--- config.mk ---
export PLATFORM = sky130hd
export DESIGN_NAME = latch_write_sequencer_flat
export DESIGN_NICKNAME = d
export VERILOG_FILES = /design/src/rtl/latch_write_sequencer_pkg.sv /design/src/rtl/latch_write_sequencer_if.sv /design/src/rtl/latch_write_sequencer_phase_timer.sv /design/src/rtl/latch_write_sequencer.sv /design/src/flat_wrapper.sv
export SDC_FILE = /design/constraint.sdc
export NUM_CORES = 1
export LEC_CHECK = 0
export CAP_MARGIN = 20
export CELL_PAD_IN_SITES_DETAIL_PLACEMENT = 0
export CELL_PAD_IN_SITES_GLOBAL_PLACEMENT = 1
export CORE_UTILIZATION = 31
export DETAILED_ROUTE_END_ITERATION = 8
export PLACE_DENSITY = 0.75
export SKIP_LAST_GASP = 1
export SLEW_MARGIN = 20
export SYNTH_ARGS = -nofsm -noshare
export SYNTH_HDL_FRONTEND = slang
export SYNTH_SLANG_ARGS = --single-unit
--- constraint.sdc ---
create_clock -name clk -period 1.79 [get_ports clk]
set_clock_uncertainty 0.2 [all_clocks]
set_input_delay 0.179 -clock clk [delete_from_list [all_inputs] [get_ports clk]]
set_output_delay 0.179 -clock clk [all_outputs]
set_load 0.05 [all_outputs]
--- src/rtl/latch_write_sequencer_pkg.sv ---
// latch_write_sequencer_pkg: shared FSM state type and width helpers for the latch write sequencer
//   state_e      : IDLE / SETUP / OPEN / HOLD
//   clog2        : ceiling log2
//   addr_w       : latch index width, at least 1
//   phase_cnt_w  : phase-counter width, clog2(max(S, O, H) + 1), at least 1
package latch_ctrl_pkg;
    typedef enum logic [1:0] {IDLE, SETUP, OPEN, HOLD} state_e;
    function automatic int clog2(input int v);
        int r = 0;
        while ((1 << r) < v) r++;
        return r;
    endfunction
    function automatic int addr_w(input int depth);
        return clog2(depth) < 1 ? 1 : clog2(depth);
    endfunction
    function automatic int phase_cnt_w(input int s, input int o, input int h);
        int m = s > o ? s : o;
        m = m > h ? m : h;
        return clog2(m + 1) < 1 ? 1 : clog2(m + 1);
    endfunction
endpackage

--- src/rtl/latch_write_sequencer_if.sv ---
// latch_write_sequencer_if: write handshake plus latch-side bus of the sequencer
//   master : drives in_valid/in_addr/in_data, observes everything else
//   slave  : the sequencer itself
interface latch_write_sequencer_if import latch_ctrl_pkg::*; #(
    parameter int WIDTH = 8,
    parameter int DEPTH = 4
);
    localparam int AW = addr_w(DEPTH);
    logic             in_valid;
    logic             in_ready;
    logic [AW-1:0]    in_addr;
    logic [WIDTH-1:0] in_data;
    logic [WIDTH-1:0] latch_d;
    logic [DEPTH-1:0] latch_en;
    logic             busy;
    logic             wr_done;
    logic             wr_err;
    modport master (output in_valid, in_addr, in_data,
                    input  in_ready, latch_d, latch_en, busy, wr_done, wr_err);
    modport slave  (input  in_valid, in_addr, in_data,
                    output in_ready, latch_d, latch_en, busy, wr_done, wr_err);
endinterface

--- src/rtl/latch_write_sequencer_phase_timer.sv ---
// phase_timer: loadable down-counter timing one FSM phase
//   clk, rst : clock, synchronous active-high reset
//   load_i   : load val_i (on entry to a phase)
//   val_i    : phase length in cycles
//   tc_o     : high in the last cycle of the loaded phase
module phase_timer #(
    parameter int W = 2
) (
    input  logic         clk,
    input  logic         rst,
    input  logic         load_i,
    input  logic [W-1:0] val_i,
    output logic         tc_o
);
    logic [W-1:0] cnt_q, cnt_d;
    always_comb begin
        cnt_d = load_i ? val_i : cnt_q != '0 ? cnt_q - 1'b1 : cnt_q;
    end
    always_ff @(posedge clk) begin
        if (rst) cnt_q <= '0;
        else     cnt_q <= cnt_d;
    end
    assign tc_o = cnt_q == W'(1);
endmodule

--- src/rtl/latch_write_sequencer.sv ---
// latch_write_sequencer: sequences one write at a time into a bank of transparent latches
//   clk, rst : clock, synchronous active-high reset
//   bus      : slave side of latch_write_sequencer_if (handshake in, latch D/E bus out,
//              busy / wr_done / wr_err status)
module latch_write_sequencer import latch_ctrl_pkg::*; #(
    parameter int WIDTH     = 8,
    parameter int DEPTH     = 4,
    parameter int SETUP_CYC = 1,
    parameter int OPEN_CYC  = 2,
    parameter int HOLD_CYC  = 1
) (
    input logic                    clk,
    input logic                    rst,
    latch_write_sequencer_if.slave bus
);
    localparam int AW = addr_w(DEPTH);
    localparam int CW = phase_cnt_w(SETUP_CYC, OPEN_CYC, HOLD_CYC);
    state_e           state_q, state_d;
    logic [AW-1:0]    addr_q, sel;
    logic             bad_q;
    logic [WIDTH-1:0] d_q;
    logic [DEPTH-1:0] en_q, en_d;
    logic             done_q, done_d, err_q;
    logic             accept, load, tc;
    logic [CW-1:0]    load_val;
    assign accept = bus.in_valid && state_q == IDLE;
    always_comb begin
        state_d = state_q;
        case (state_q)
            IDLE:    if (bus.in_valid) state_d = SETUP_CYC > 0 ? SETUP : OPEN;
            SETUP:   if (tc) state_d = OPEN;
            OPEN:    if (tc) state_d = HOLD_CYC > 0 ? HOLD : IDLE;
            default: if (tc) state_d = IDLE;
        endcase
        load     = state_d != state_q && state_d != IDLE;
        load_val = state_d == SETUP ? CW'(SETUP_CYC) : state_d == OPEN ? CW'(OPEN_CYC) : CW'(HOLD_CYC);
        done_d   = state_q != IDLE && state_d == IDLE;
        // With no setup phase E rises on the accepting edge, so decode the live address then.
        sel      = accept ? bus.in_addr : addr_q;
        en_d     = '0;
        for (int i = 0; i < DEPTH; i++) en_d[i] = state_d == OPEN && sel == AW'(i);
    end
    always_ff @(posedge clk) begin
        if (rst) begin
            state_q <= IDLE;
            addr_q  <= '0;
            bad_q   <= 1'b0;
            d_q     <= '0;
            en_q    <= '0;
            done_q  <= 1'b0;
            err_q   <= 1'b0;
        end else begin
            state_q <= state_d;
            en_q    <= en_d;
            done_q  <= done_d;
            err_q   <= done_d && bad_q;
            if (accept) begin
                addr_q <= bus.in_addr;
                bad_q  <= 32'(bus.in_addr) >= DEPTH;
                d_q    <= bus.in_data;
            end
        end
    end
    phase_timer #(.W(CW)) u_timer (
        .clk    (clk),
        .rst    (rst),
        .load_i (load),
        .val_i  (load_val),
        .tc_o   (tc)
    );
    assign bus.in_ready = state_q == IDLE;
    assign bus.busy     = state_q != IDLE;
    assign bus.latch_d  = d_q;
    assign bus.latch_en = en_q;
    assign bus.wr_done  = done_q;
    assign bus.wr_err   = err_q;
endmodule

--- src/flat_wrapper.sv ---
// flat-port wrapper written by rule: the top's interface ports become plain ports
module latch_write_sequencer_flat import latch_ctrl_pkg::*;
#(
    parameter int WIDTH     = 8,
    parameter int DEPTH     = 4,
    parameter int SETUP_CYC = 1,
    parameter int OPEN_CYC  = 2,
    parameter int HOLD_CYC  = 1
)
  (clk, rst, bus_in_valid, bus_in_addr, bus_in_data, bus_in_ready, bus_latch_d, bus_latch_en, bus_busy, bus_wr_done, bus_wr_err);
  latch_write_sequencer_if #(.WIDTH(WIDTH), .DEPTH(DEPTH)) bus_i ();
  input logic clk;
  input logic rst;
  input wire logic [$bits(bus_i.in_valid)-1:0] bus_in_valid;
  input wire logic [$bits(bus_i.in_addr)-1:0] bus_in_addr;
  input wire logic [$bits(bus_i.in_data)-1:0] bus_in_data;
  output wire logic [$bits(bus_i.in_ready)-1:0] bus_in_ready;
  output wire logic [$bits(bus_i.latch_d)-1:0] bus_latch_d;
  output wire logic [$bits(bus_i.latch_en)-1:0] bus_latch_en;
  output wire logic [$bits(bus_i.busy)-1:0] bus_busy;
  output wire logic [$bits(bus_i.wr_done)-1:0] bus_wr_done;
  output wire logic [$bits(bus_i.wr_err)-1:0] bus_wr_err;
  assign bus_i.in_valid = bus_in_valid;
  assign bus_i.in_addr = bus_in_addr;
  assign bus_i.in_data = bus_in_data;
  assign bus_in_ready = bus_i.in_ready;
  assign bus_latch_d = bus_i.latch_d;
  assign bus_latch_en = bus_i.latch_en;
  assign bus_busy = bus_i.busy;
  assign bus_wr_done = bus_i.wr_done;
  assign bus_wr_err = bus_i.wr_err;
  latch_write_sequencer #(.WIDTH(WIDTH), .DEPTH(DEPTH), .SETUP_CYC(SETUP_CYC), .OPEN_CYC(OPEN_CYC), .HOLD_CYC(HOLD_CYC)) u_core (.clk(clk), .rst(rst), .bus(bus_i));
endmodule
==> flow_summary.json <==
{
  "clk_latency_ps": 300,
  "slowest_stage": "dfxtp_1",
  "muxShareOfSynthArea": 0,
  "r2r-start": "u_core.u_timer.cnt_q[1]$_SDFFE_PP0P_",
  "grt_pass1_vias": 642,
  "reg2reg_to": "u_core.bus.latch_en[2]$_SDFF_PP0_",
  "netlist_area_um2": 815,
  "rsz0062_at_grt": "no",
  "synth-simple-area-share": 0.276,
  "synth_top_family_by_area": "simple AND/OR/NAND/NOR gates",
  "synthesis.nets": 112,
  "cp_top_family": "flip-flops",
  "dpl.hpwl_um": 1250,
  "ir_worst_vdd_uv": 587,
  "yosysMostFrequentCell": "nand2_1",
  "placed_cell_area_um2": 1090,
  "fillers": 258,
  "post-route-min-period_ps": 1670,
  "arrival_ps": 1290,
  "cts_sinks": 19,
  "period_share": 0.932,
  "cp_num_buf_inv": 2,
  "synth-seq-area-share": 0.467,
  "firstDrtPassIters": 2,
  "fin_area_um2": 1120,
  "ys_ff_latch": 19,
  "clkSlewWorstSetupHoldPaths_ps": 110,
  "cts_resized": 0,
  "hold_buffers": 0,
  "drtAntennaViolNets": 0,
  "drt_iter0_markers": 9,
  "initial_core_util": 0.329,
  "avgViaCountPerCell": 4.66,
  "io_buffers": 27,
  "vias": 717,
  "antenna_found_initial": 0,
  "yosys.area_share.adder": 0.0307,
  "cts_setup_buffers": 0,
  "hold_violations": 0,
  "gr-total-overflow": 0,
  "crit_path_max_fanout": 10,
  "hold_path.class": "in2reg",
  "die_x_um": 53.3,
  "min_from": "bus_in_data[4]",
  "fin_nets": 140,
  "worstSetupPathType": "reg2out",
  "ys_warn_count": 0,
  "tns_ps": 0,
  "cts_buffers": 3,
  "whs_ps": 221,
  "die_area_um2": 2840,
  "synth_top_area_cell": "dfxtp_1",
  "synth_edf_count": 0,
  "htree_levels": 1,
  "synth_area_leaders": "dfxtp_1, nand2_1, a21oi_1, nand3b_1, ha_1",
  "crit_path_start_kind": "flop",
  "synth_flop_cell": "dfxtp_1",
  "setup_viol": 0,
  "drive_gt1_frac": 0.210,
  "async_reset_ff_frac": 0,
  "diodes": 0,
  "synth_top_area_frac": 0.467,
  "stdcell_count": 154,
  "design.core.area_um2": 2480,
  "syn_avg_cell_area_um2": 8.40,
  "drv_slew": 0,
  "synth_cells": 97,
  "grt_pass1_wl_um": 2710,
  "critPathRequiredTime_ps": 1410,
  "cp_slowest_stage_delay_ps": 410,
  "die_h_um": 53.3,
  "std_cell_rows": 18,
  "synth_compound_area_frac": 0.141,
  "drt-total-wl_um": 1660,
  "reg2reg_setup_slack_ps": 150,
  "ys_top_cells_by_count": "nand2_1, dfxtp_1, a21oi_1",
  "cts-root-buf": "clkbuf_4",
  "max-cap-violations": 0,
  "drc": 0,
  "area_growth_pct": 37.8,
  "crit_chain": "or2_2 -> inv_1 -> buf_12",
  "total_power_mw": 1.37,
  "clockBufferDepth": 2,
  "synthXorXnorAreaFrac": 0.0108,
  "min_to": "u_core.bus.latch_d[4]$_SDFFE_PP0P_",
  "grt_max_degree": 15,
  "worstSetupEndpointType": "output pin",
  "hold_path_depth": 3,
  "fmax_mhz": 600,
  "track_usage": 0.135,
  "cts_tree": "done",
  "synth.distinct_cells": 27,
  "ios": 29,
  "placedCellCount": 150,
  "run_status": "finished clean",
  "finalWeightedCongestion": 0.738,
  "routedWlPerCell_um": 10.8,
  "power_density_nw_per_um2": 1220,
  "leakage_nw": 0.451,
  "worstRegToRegCells": 5
}
how the worst max path moves through the flow:
stage	startpoint	to	slack [ps]	cells after the start
finish	u_core.state_q[0]$_SDFF_PP0_	bus_in_ready	120	3
detailed placement	bus_in_valid	u_core.bus.latch_en[0]$_SDFF_PP0_	50	4
global placement	bus_in_valid	u_core.bus.latch_en[0]$_SDFF_PP0_	50	4
CTS	u_core.state_q[0]$_SDFF_PP0_	bus_in_ready	110	3
global route	u_core.state_q[1]$_SDFF_PP0_	bus_in_ready	60	3
floorplan	u_core.u_timer.cnt_q[1]$_SDFFE_PP0P_	u_core.bus.latch_en[3]$_SDFF_PP0_	190	5
placed cells by master, fill, tap and decap left out:
| master | n |
|---|---|
| a21o_1 | 1 |
| a21oi_1 | 15 |
| a21oi_2 | 1 |
| a31oi_1 | 1 |
| buf_12 | 2 |
| buf_4 | 17 |
| clkbuf_4 | 3 |
| clkdlybuf4s50_1 | 12 |
| clkinv_2 | 1 |
| conb_1 | 1 |
| dfxtp_1 | 19 |
| ha_1 | 2 |
| inv_1 | 3 |
| nand2_1 | 22 |
| nand2b_1 | 3 |
| nand3_1 | 2 |
| nand3b_1 | 6 |
| nor2_1 | 1 |
| nor2b_1 | 1 |
| nor3b_1 | 3 |
| o311ai_0 | 1 |
| o31a_1 | 1 |
| or2_2 | 1 |
| or3_1 | 2 |
| or3b_1 | 1 |
| or3b_2 | 1 |
| xor2_1 | 1 |
final cells by class:
| type | count | area, µm² | share of cell area |
|---|---|---|---|
| flip-flops and latches | 19 | 380 | 0.339 |
| multi-input cells | 67 | 378 | 0.337 |
| repair buffers | 31 | 288 | 0.256 |
| well taps | 30 | 37.5 | 0.0334 |
| clock buffers | 3 | 22.5 | 0.0201 |
| inverters | 3 | 11.3 | 0.0100 |
| clock inverters | 1 | 5.00 | 0.00446 |
routing by layer:
metal,wire (µm),GRT usage,up-vias
met5,0,0,-
met3,104,0.0316,5
met4,35,0.0789,0
met2,778,0.217,23
met1,739,0.160,318
li1,-,-,371
tightest hold or removal path, stage by stage:
cell	delay, ps
clkdlybuf4s50_1	400
nand2_1	60
a21oi_1	50
report_power, final:
part / switching, mW / internal (mW)
sequential: 0.0511 / 0.483
combinational: 0.346 / 0.273
clock: 0.130 / 0.0832
stage by stage:
step,utilization,worst slack [ps]
3_5_place_dp,0.442,49.6
2_1_floorplan,-,187
6_report,0.453,122
3_3_place_gp,0.442,54.0
4_1_cts,0.453,107
5_1_grt,0.453,63.0
cell families after synthesis:
| group | after synthesis |
|---|---|
| xor gates and xnor gates | 1 |
| AOI/OAI and AO/OA | 20 |
| adders and majority gates | 2 |
| and+or+nand+nor | 43 |
| other | 1 |
| DFF | 19 |
| buffers and inverters | 11 |
flip-flops by register name (all words and copies together) (netlist names):
register / cells
u_core.addr_q: 2
u_core.bus.latch_d: 8
u_core.bus.latch_en: 4
u_core.bus.wr_done: 1
u_core.state_q: 2
u_core.u_timer.cnt_q: 2
(Power assumes the default switching activity.)
==> variant 1 (same settings) <==
`WIDTH` is set to 8 in 3 places; all go to 9.
--- a/src/rtl/latch_write_sequencer_if.sv
+++ b/src/rtl/latch_write_sequencer_if.sv
@@ -2,7 +2,7 @@
 //   master : drives in_valid/in_addr/in_data, observes everything else
 //   slave  : the sequencer itself
 interface latch_write_sequencer_if import latch_ctrl_pkg::*; #(
-    parameter int WIDTH = 8,
+    parameter int WIDTH = 9,
     parameter int DEPTH = 4
 );
     localparam int AW = addr_w(DEPTH);
--- a/src/rtl/latch_write_sequencer.sv
+++ b/src/rtl/latch_write_sequencer.sv
@@ -3,7 +3,7 @@
 //   bus      : slave side of latch_write_sequencer_if (handshake in, latch D/E bus out,
 //              busy / wr_done / wr_err status)
 module latch_write_sequencer import latch_ctrl_pkg::*; #(
-    parameter int WIDTH     = 8,
+    parameter int WIDTH     = 9,
     parameter int DEPTH     = 4,
     parameter int SETUP_CYC = 1,
     parameter int OPEN_CYC  = 2,
--- a/src/flat_wrapper.sv
+++ b/src/flat_wrapper.sv
@@ -1,7 +1,7 @@
 // flat-port wrapper written by rule: the top's interface ports become plain ports
 module latch_write_sequencer_flat import latch_ctrl_pkg::*;
 #(
-    parameter int WIDTH     = 8,
+    parameter int WIDTH     = 9,
     parameter int DEPTH     = 4,
     parameter int SETUP_CYC = 1,
     parameter int OPEN_CYC  = 2,
Interface: changed (resized bus_in_data and bus_latch_d); port bits go from 29 to 31. The function was not compared with the original's and may differ.
==> variant 1 against the original RTL <==
Sequential cell count is 1 higher; routed wire length is 9.8% higher; global-route usage is 1.2 points higher; total power is 7.6% higher; count of clock-buffer cells in the layout is 1 higher; first-iteration DRC count is 11% higher; cell count is 4.5% higher; critical path depth stayed put; area after synthesis is 4.0% higher; cell area is 5.9% higher; worst hold slack worse by 6.2 ps; worst setup slack worse by 14 ps; critical path type unchanged; highest routed layer unchanged.
==> variant 1: results (changes against the original RTL) <==
RUN_STATUS='complete, no violations'
SIGNAL_BUFFERS=34  # +9.7%
SYNTH_COMPOUND_AREA_SHARE_PCT=14.2  # +0.048 points
SYNTH_XOR_AREA_SHARE_PCT=1.03  # -0.041 points
SEQCELLAREA_UM2=400  # +5.3%
FIRST_GLOBAL_VIAS=700  # +9.0%
AVGSYNTHCELLAREA_UM2=8.39  # -0.12%
SYNTHESIS.NETS=117  # +4.5%
MULTI_INPUT_COMB_AREA_UM2=390  # +3.3%
CRITICAL-PATH-MAX-STAGE-DELAY_PS=410  # about the same
LAYOUT.NONCLK_BUF_SHARE_PCT=26.3  # +0.67 points
PORT_BUFFERS=29  # +7.4%
GLOBALPLACE.CONGESTION=0.715  # -3.1%
POST_SYNTH_MAIN_AREA_CONTRIBUTORS='sky130_fd_sc_hd__dfxtp_1, sky130_fd_sc_hd__nand2_1, sky130_fd_sc_hd__a21oi_1'
TOTAL_VIAS_IN_THE_FINAL_ROUTE=783  # +9.2%
INSTANCES_NO_FILL=161  # +4.5%
HOLDBUFCOUNTCTS=0  # unchanged
SEQ_AREA_FRAC_SYNTH_PCT=47.3  # +0.57 points
SYNTH.TOP_CELLS.BY_COUNT='sky130_fd_sc_hd__nand2_1, sky130_fd_sc_hd__dfxtp_1, sky130_fd_sc_hd__a21oi_1, sky130_fd_sc_hd__nand3b_1'
ADDER_AND_MAJORITY_GATE_PORTION_OF_THE_SYNTHESIZED_AREA_PCT=2.95  # -0.12 points
SHARE_OF_LAYOUT_CELLS_ABOVE_DRIVE_STRENGTH_1_PCT=21.4  # +0.41 points
GRT_FIRST_PASS_WIRELENGTH_MM=3.04  # +12%
PATH_CLK_SLEW_PS=110  # about the same
INITIALDRTVIOLATIONCOUNT=10  # +1
ANTENNA_VIOLATIONS_BEFORE_REPAIR=0  # unchanged
COUNT_OF_SEQUENTIAL_STANDARD_CELLS=20  # +1
SYNTH.TOP_CELL.AREA_SHARE_PCT=47.3  # +0.57 points
POSTCTSSETUPBUFFERS=0  # unchanged
MULTIINPUTCOMBCELLCOUNT=70  # +4.5%
LARGEST_REGISTER_FFS=9  # +1
WL_PER_CELL_UM=11.3  # +5.0%
POST_SYNTH_NUM_CELL_TYPES=27  # unchanged
CLOCK_BUFFERS=4  # +1
NUM-NONCLK-INVERTERS=3  # unchanged
POSTSYNTH.ASYNCRESETSHARE_PCT=0  # unchanged
POWER.IR.VDD_WORST_mV=0.648  # +10%
PLACE_HPWL_MM=1.33  # +7.0%
SYNTH_FF_TYPE='sky130_fd_sc_hd__dfxtp_1'
DR.PASS1.ITERS=6  # +4
LEAKAGE_nW=0.481  # +6.6%
GRT_MAX_DEGREE=16  # +1
TRACK_USAGE_PCT=14.6  # +1.2 points
FILLCELLCOUNT=277  # +7.4%
NNETSFINAL=148  # +5.7%
INSTANCE_COUNT_AFTER_PLACEMENT_WITH_TAP_CELLS_INCLUDED=157  # +4.7%
FINAL-CLK-CELL-SHARE_PCT=3.05  # +0.60 points
MUX_CELL_AREA_SHARE_AFTER_SYNTHESIS_PCT=0  # unchanged
DETAILEDPLACE.WORSTSLACK_PS=18.4  # -31.3 ps
variant 1: changes by cell type in the layout (fill, tap and decap cells not counted):
cell	delta
sky130_fd_sc_hd__clkinv_2	-1
sky130_fd_sc_hd__nand2_1	+2
sky130_fd_sc_hd__clkbuf_8	+1
sky130_fd_sc_hd__buf_4	+2
sky130_fd_sc_hd__dfxtp_1	+1
sky130_fd_sc_hd__a21oi_1	+1
sky130_fd_sc_hd__clkdlybuf4s50_1	+1
variant 1: metrics by stage:
stage | power (mW) | instance area, um2 | hold WS (ps) | utilization, %
6_report | 1.47 | 1190 | 214 | 47.1
2_1_floorplan | 1.00 | 847 | 115 | -
5_1_grt | 1.58 | 1190 | 215 | 47.1
4_1_cts | 1.49 | 1190 | 201 | 47.1
3_3_place_gp | 1.21 | 1150 | 245 | 45.7
3_5_place_dp | 1.22 | 1150 | 250 | 45.7
variant 1: final timing paths:
kind | startpoint | to | slack, ps | cells past startpoint
worst max-delay path | u_core.state_q[1] | bus_in_ready | 110 | 3
worst min-delay path | bus_in_data[3] | u_core.bus.latch_d[3] | 210 | 3
worst max register to register | u_core.u_timer.cnt_q[1] | u_core.bus.latch_en[2] | 130 | 5
worst min register to register | u_core.bus.latch_d[2] | u_core.bus.latch_d[2] | 260 | 2
variant 1: power by group:
| part | switching, mW | internal (mW) |
|---|---|---|
| clock | 0.136 | 0.124 |
| combinational | 0.365 | 0.285 |
| sequential | 0.0532 | 0.508 |
| total | 0.554 | 0.917 |
variant 1: per-layer routing:
metal / global-route usage, % / part of all wire [%] / vias to the layer above
met5: 0 / 0 / -
met1: 18.3 / 45 / 353
li1: - / - / 397
met3: 3.06 / 7.3 / 2
met2: 23.4 / 47 / 31
met4: 7.69 / 0.71 / 0
==> variant 2 (same flow settings) <==
Made on the original files. Take the reset off `en_q` and load it in a clocked block of its own.
--- a/src/rtl/latch_write_sequencer.sv
+++ b/src/rtl/latch_write_sequencer.sv
@@ -46,12 +46,10 @@
             addr_q  <= '0;
             bad_q   <= 1'b0;
             d_q     <= '0;
-            en_q    <= '0;
             done_q  <= 1'b0;
             err_q   <= 1'b0;
         end else begin
             state_q <= state_d;
-            en_q    <= en_d;
             done_q  <= done_d;
             err_q   <= done_d && bad_q;
             if (accept) begin
@@ -60,6 +58,10 @@
                 d_q    <= bus.in_data;
             end
         end
+    end
+
+    always_ff @(posedge clk) begin
+        en_q <= en_d;
     end
     phase_timer #(.W(CW)) u_timer (
         .clk    (clk),
Behaviour: differs if rst is asserted again (counterexample within 4 cycles, from zero or initial values and one cycle with rst high); with rst held inactive, the same outputs for 10 cycles.
==> variant 2 against the original RTL <==
Sequential cell count is the same; routed wire length decreased by 9.4%; worst hold slack worse by 3.9 ps; cell area decreased by 1.0%; area after synthesis grew 0.15%; register-to-register slack improved by 40 ps; highest routed layer unchanged; total power is 0.95% higher; global-route usage is 0.99 points lower; worst setup slack lost 33 ps.
==> variant 2: results (changes against the original RTL) <==
INITIALDRTVIOLATIONCOUNT=4  # -5
ROUTE.DETAILED.VIAS_PER_INST=4.63  # -0.50%
NNETSFINAL=133  # -5.0%
PLACE_HPWL_MM=1.14  # -8.1%
INSERTED_CLOCK_BUFFERS=3  # unchanged
GLOBALPLACE.CONGESTION=0.680  # -7.9%
POSTCTSSETUPBUFFERS=0  # unchanged
FILLCELLCOUNT=262  # +1.6%
SHARE_OF_LAYOUT_CELLS_ABOVE_DRIVE_STRENGTH_1_PCT=25.6  # +4.7 points
POST_SYNTH_MAIN_AREA_CONTRIBUTORS='sky130_fd_sc_hd__dfxtp_1, sky130_fd_sc_hd__nand2_1, sky130_fd_sc_hd__a21oi_1'
DETAIL_ROUTE.WIRELENGTH.MET1_UM=703  # -4.9%
N_ANTENNA_CELL=0  # unchanged
WORST-PATH-MAX-FANOUT=9  # -1
PLACEDINSTANCEAREA_UM2=1080  # -1.1%
CTS_ROOT_BUF='sky130_fd_sc_hd__clkbuf_4'
MET2ROUTEDLENGTH_UM=683  # -12%
MET1_TRACK_UTILIZATION_FROM_GLOBAL_ROUTING_PCT=15.4  # -0.61 points
INSTANCES_NO_FILL=147  # -4.5%
POST_SYNTH_NUM_CELL_TYPES=31  # +15%
GRT_MAX_DEGREE=16  # +1
SEQ_AREA_FRAC_SYNTH_PCT=46.6  # -0.072 points
POST_CTS_RESIZE_COUNT=0  # unchanged
WL_PER_CELL_UM=10.2  # -5.1%
FIRST_GLOBAL_VIAS=602  # -6.2%
DETAILEDPLACE.WORSTSLACK_PS=50.5  # +0.818 ps
MAX_CAP_VIOLATIONS=0  # unchanged
GRT.MET3_USAGE_PCT=2.59  # -0.57 points
POWER.IR.VDD_WORST_mV=0.645  # +9.9%
PORT_BUFFERS=27  # unchanged
GRT_FIRST_PASS_WIRELENGTH_MM=2.50  # -7.6%
POSTSYNTH.ASYNCRESETSHARE_PCT=0  # unchanged
WORSTHOLDPATHTYPE='input port to flip-flop'
CRIT_ARRIVAL_PS=1320  # +30 ps
TRACK_USAGE_PCT=12.5  # -0.99 points
RUN_STATUS='complete, no violations'
WL_MET3_UM=84  # -19%
LARGEST_REGISTER_FFS=8  # unchanged
INSTANCE_COUNT_AFTER_PLACEMENT_WITH_TAP_CELLS_INCLUDED=143  # -4.7%
GR-USAGE-MET2_PCT=19.4  # -2.3 points
CTS_MAX_PATH_BUFFERS=2  # unchanged
SYNTHESIS.NETS=106  # -5.4%
PATH_CLK_SLEW_PS=110  # about the same
AVGSYNTHCELLAREA_UM2=8.96  # +6.8%
ANTENNA_VIOLATIONS_BEFORE_REPAIR=0  # unchanged
CLKLATENCYLATEPIN_PS=290
SYNTH.TOP_CELLS.BY_COUNT='sky130_fd_sc_hd__nand2_1, sky130_fd_sc_hd__dfxtp_1, sky130_fd_sc_hd__a21oi_1, sky130_fd_sc_hd__inv_1, sky130_fd_sc_hd__nor2_1'
YS.WARNINGS.COUNT=0  # unchanged
LEAKAGE_nW=0.463  # +2.5%
DR.PASS1.ITERS=3  # +1
HTREE_LEVELS=1  # unchanged
HIGHEST-SIGNAL-LAYER='met4'
-- variant 2: cell count changes in the layout (fill, tap and decap cells not counted), sizes merged, moves of 2 or more --
cell / delta
a21oi: -6
nor2: +3
nand3: -2
nand3b: -5
nor3: +2
nand2b: -2
or3: -2
-- variant 2: area by class of cell --
cell class	count	area (um2)	area share, %
well taps	30	37.5	3.38
clock inverters	1	5.00	0.450
multi-input cells	60	369	33.2
flip-flops and latches	19	382	34.3
repair buffers	30	280	25.2
inverters	4	15.0	1.35
clock buffers	3	22.5	2.03
-- variant 2: report_power, final --
group | internal [mW] | total (mW) | leakage (nW) | switching [mW]
Sequential | 0.488 | 0.544 | 0.156 | 0.0556
Combinational | 0.261 | 0.620 | 0.289 | 0.359
Clock | 0.0832 | 0.216 | 0.0177 | 0.133
-- variant 2: final timing paths --
check | start | slack [ps] | cells past startpoint | to
setup / recovery | u_core.state_q[0] | 90 | 3 | bus_in_ready
hold / removal | bus_in_data[3] | 220 | 3 | u_core.bus.latch_d[3]
setup reg to reg | u_core.u_timer.cnt_q[1] | 190 | 5 | u_core.u_timer.cnt_q[1]
hold reg to reg | u_core.bus.latch_d[3] | 260 | 2 | u_core.bus.latch_d[3]
-- variant 2: cells by family (layout without fill, tap and decap cells) --
kind of cell    count (synthesis)  count (layout)  synth area share [%]
simple gates                   36              36                  23.0
flops                          19              19                  46.6
compound gates                 18              18                  14.1
buf+inv                        12              38                  8.13
fa+ha+maj                       2               2                  3.07
mux                             2               2                  2.61
other cells                     1               1                 0.460
xor+xnor                        1               1                  1.99
-- variant 2: worst max-delay path, cell delays in order (launching register included) --
cell                      delay, ps
sky130_fd_sc_hd__dfxtp_1        430
sky130_fd_sc_hd__or2_2          360
sky130_fd_sc_hd__inv_1          100
sky130_fd_sc_hd__buf_12         140
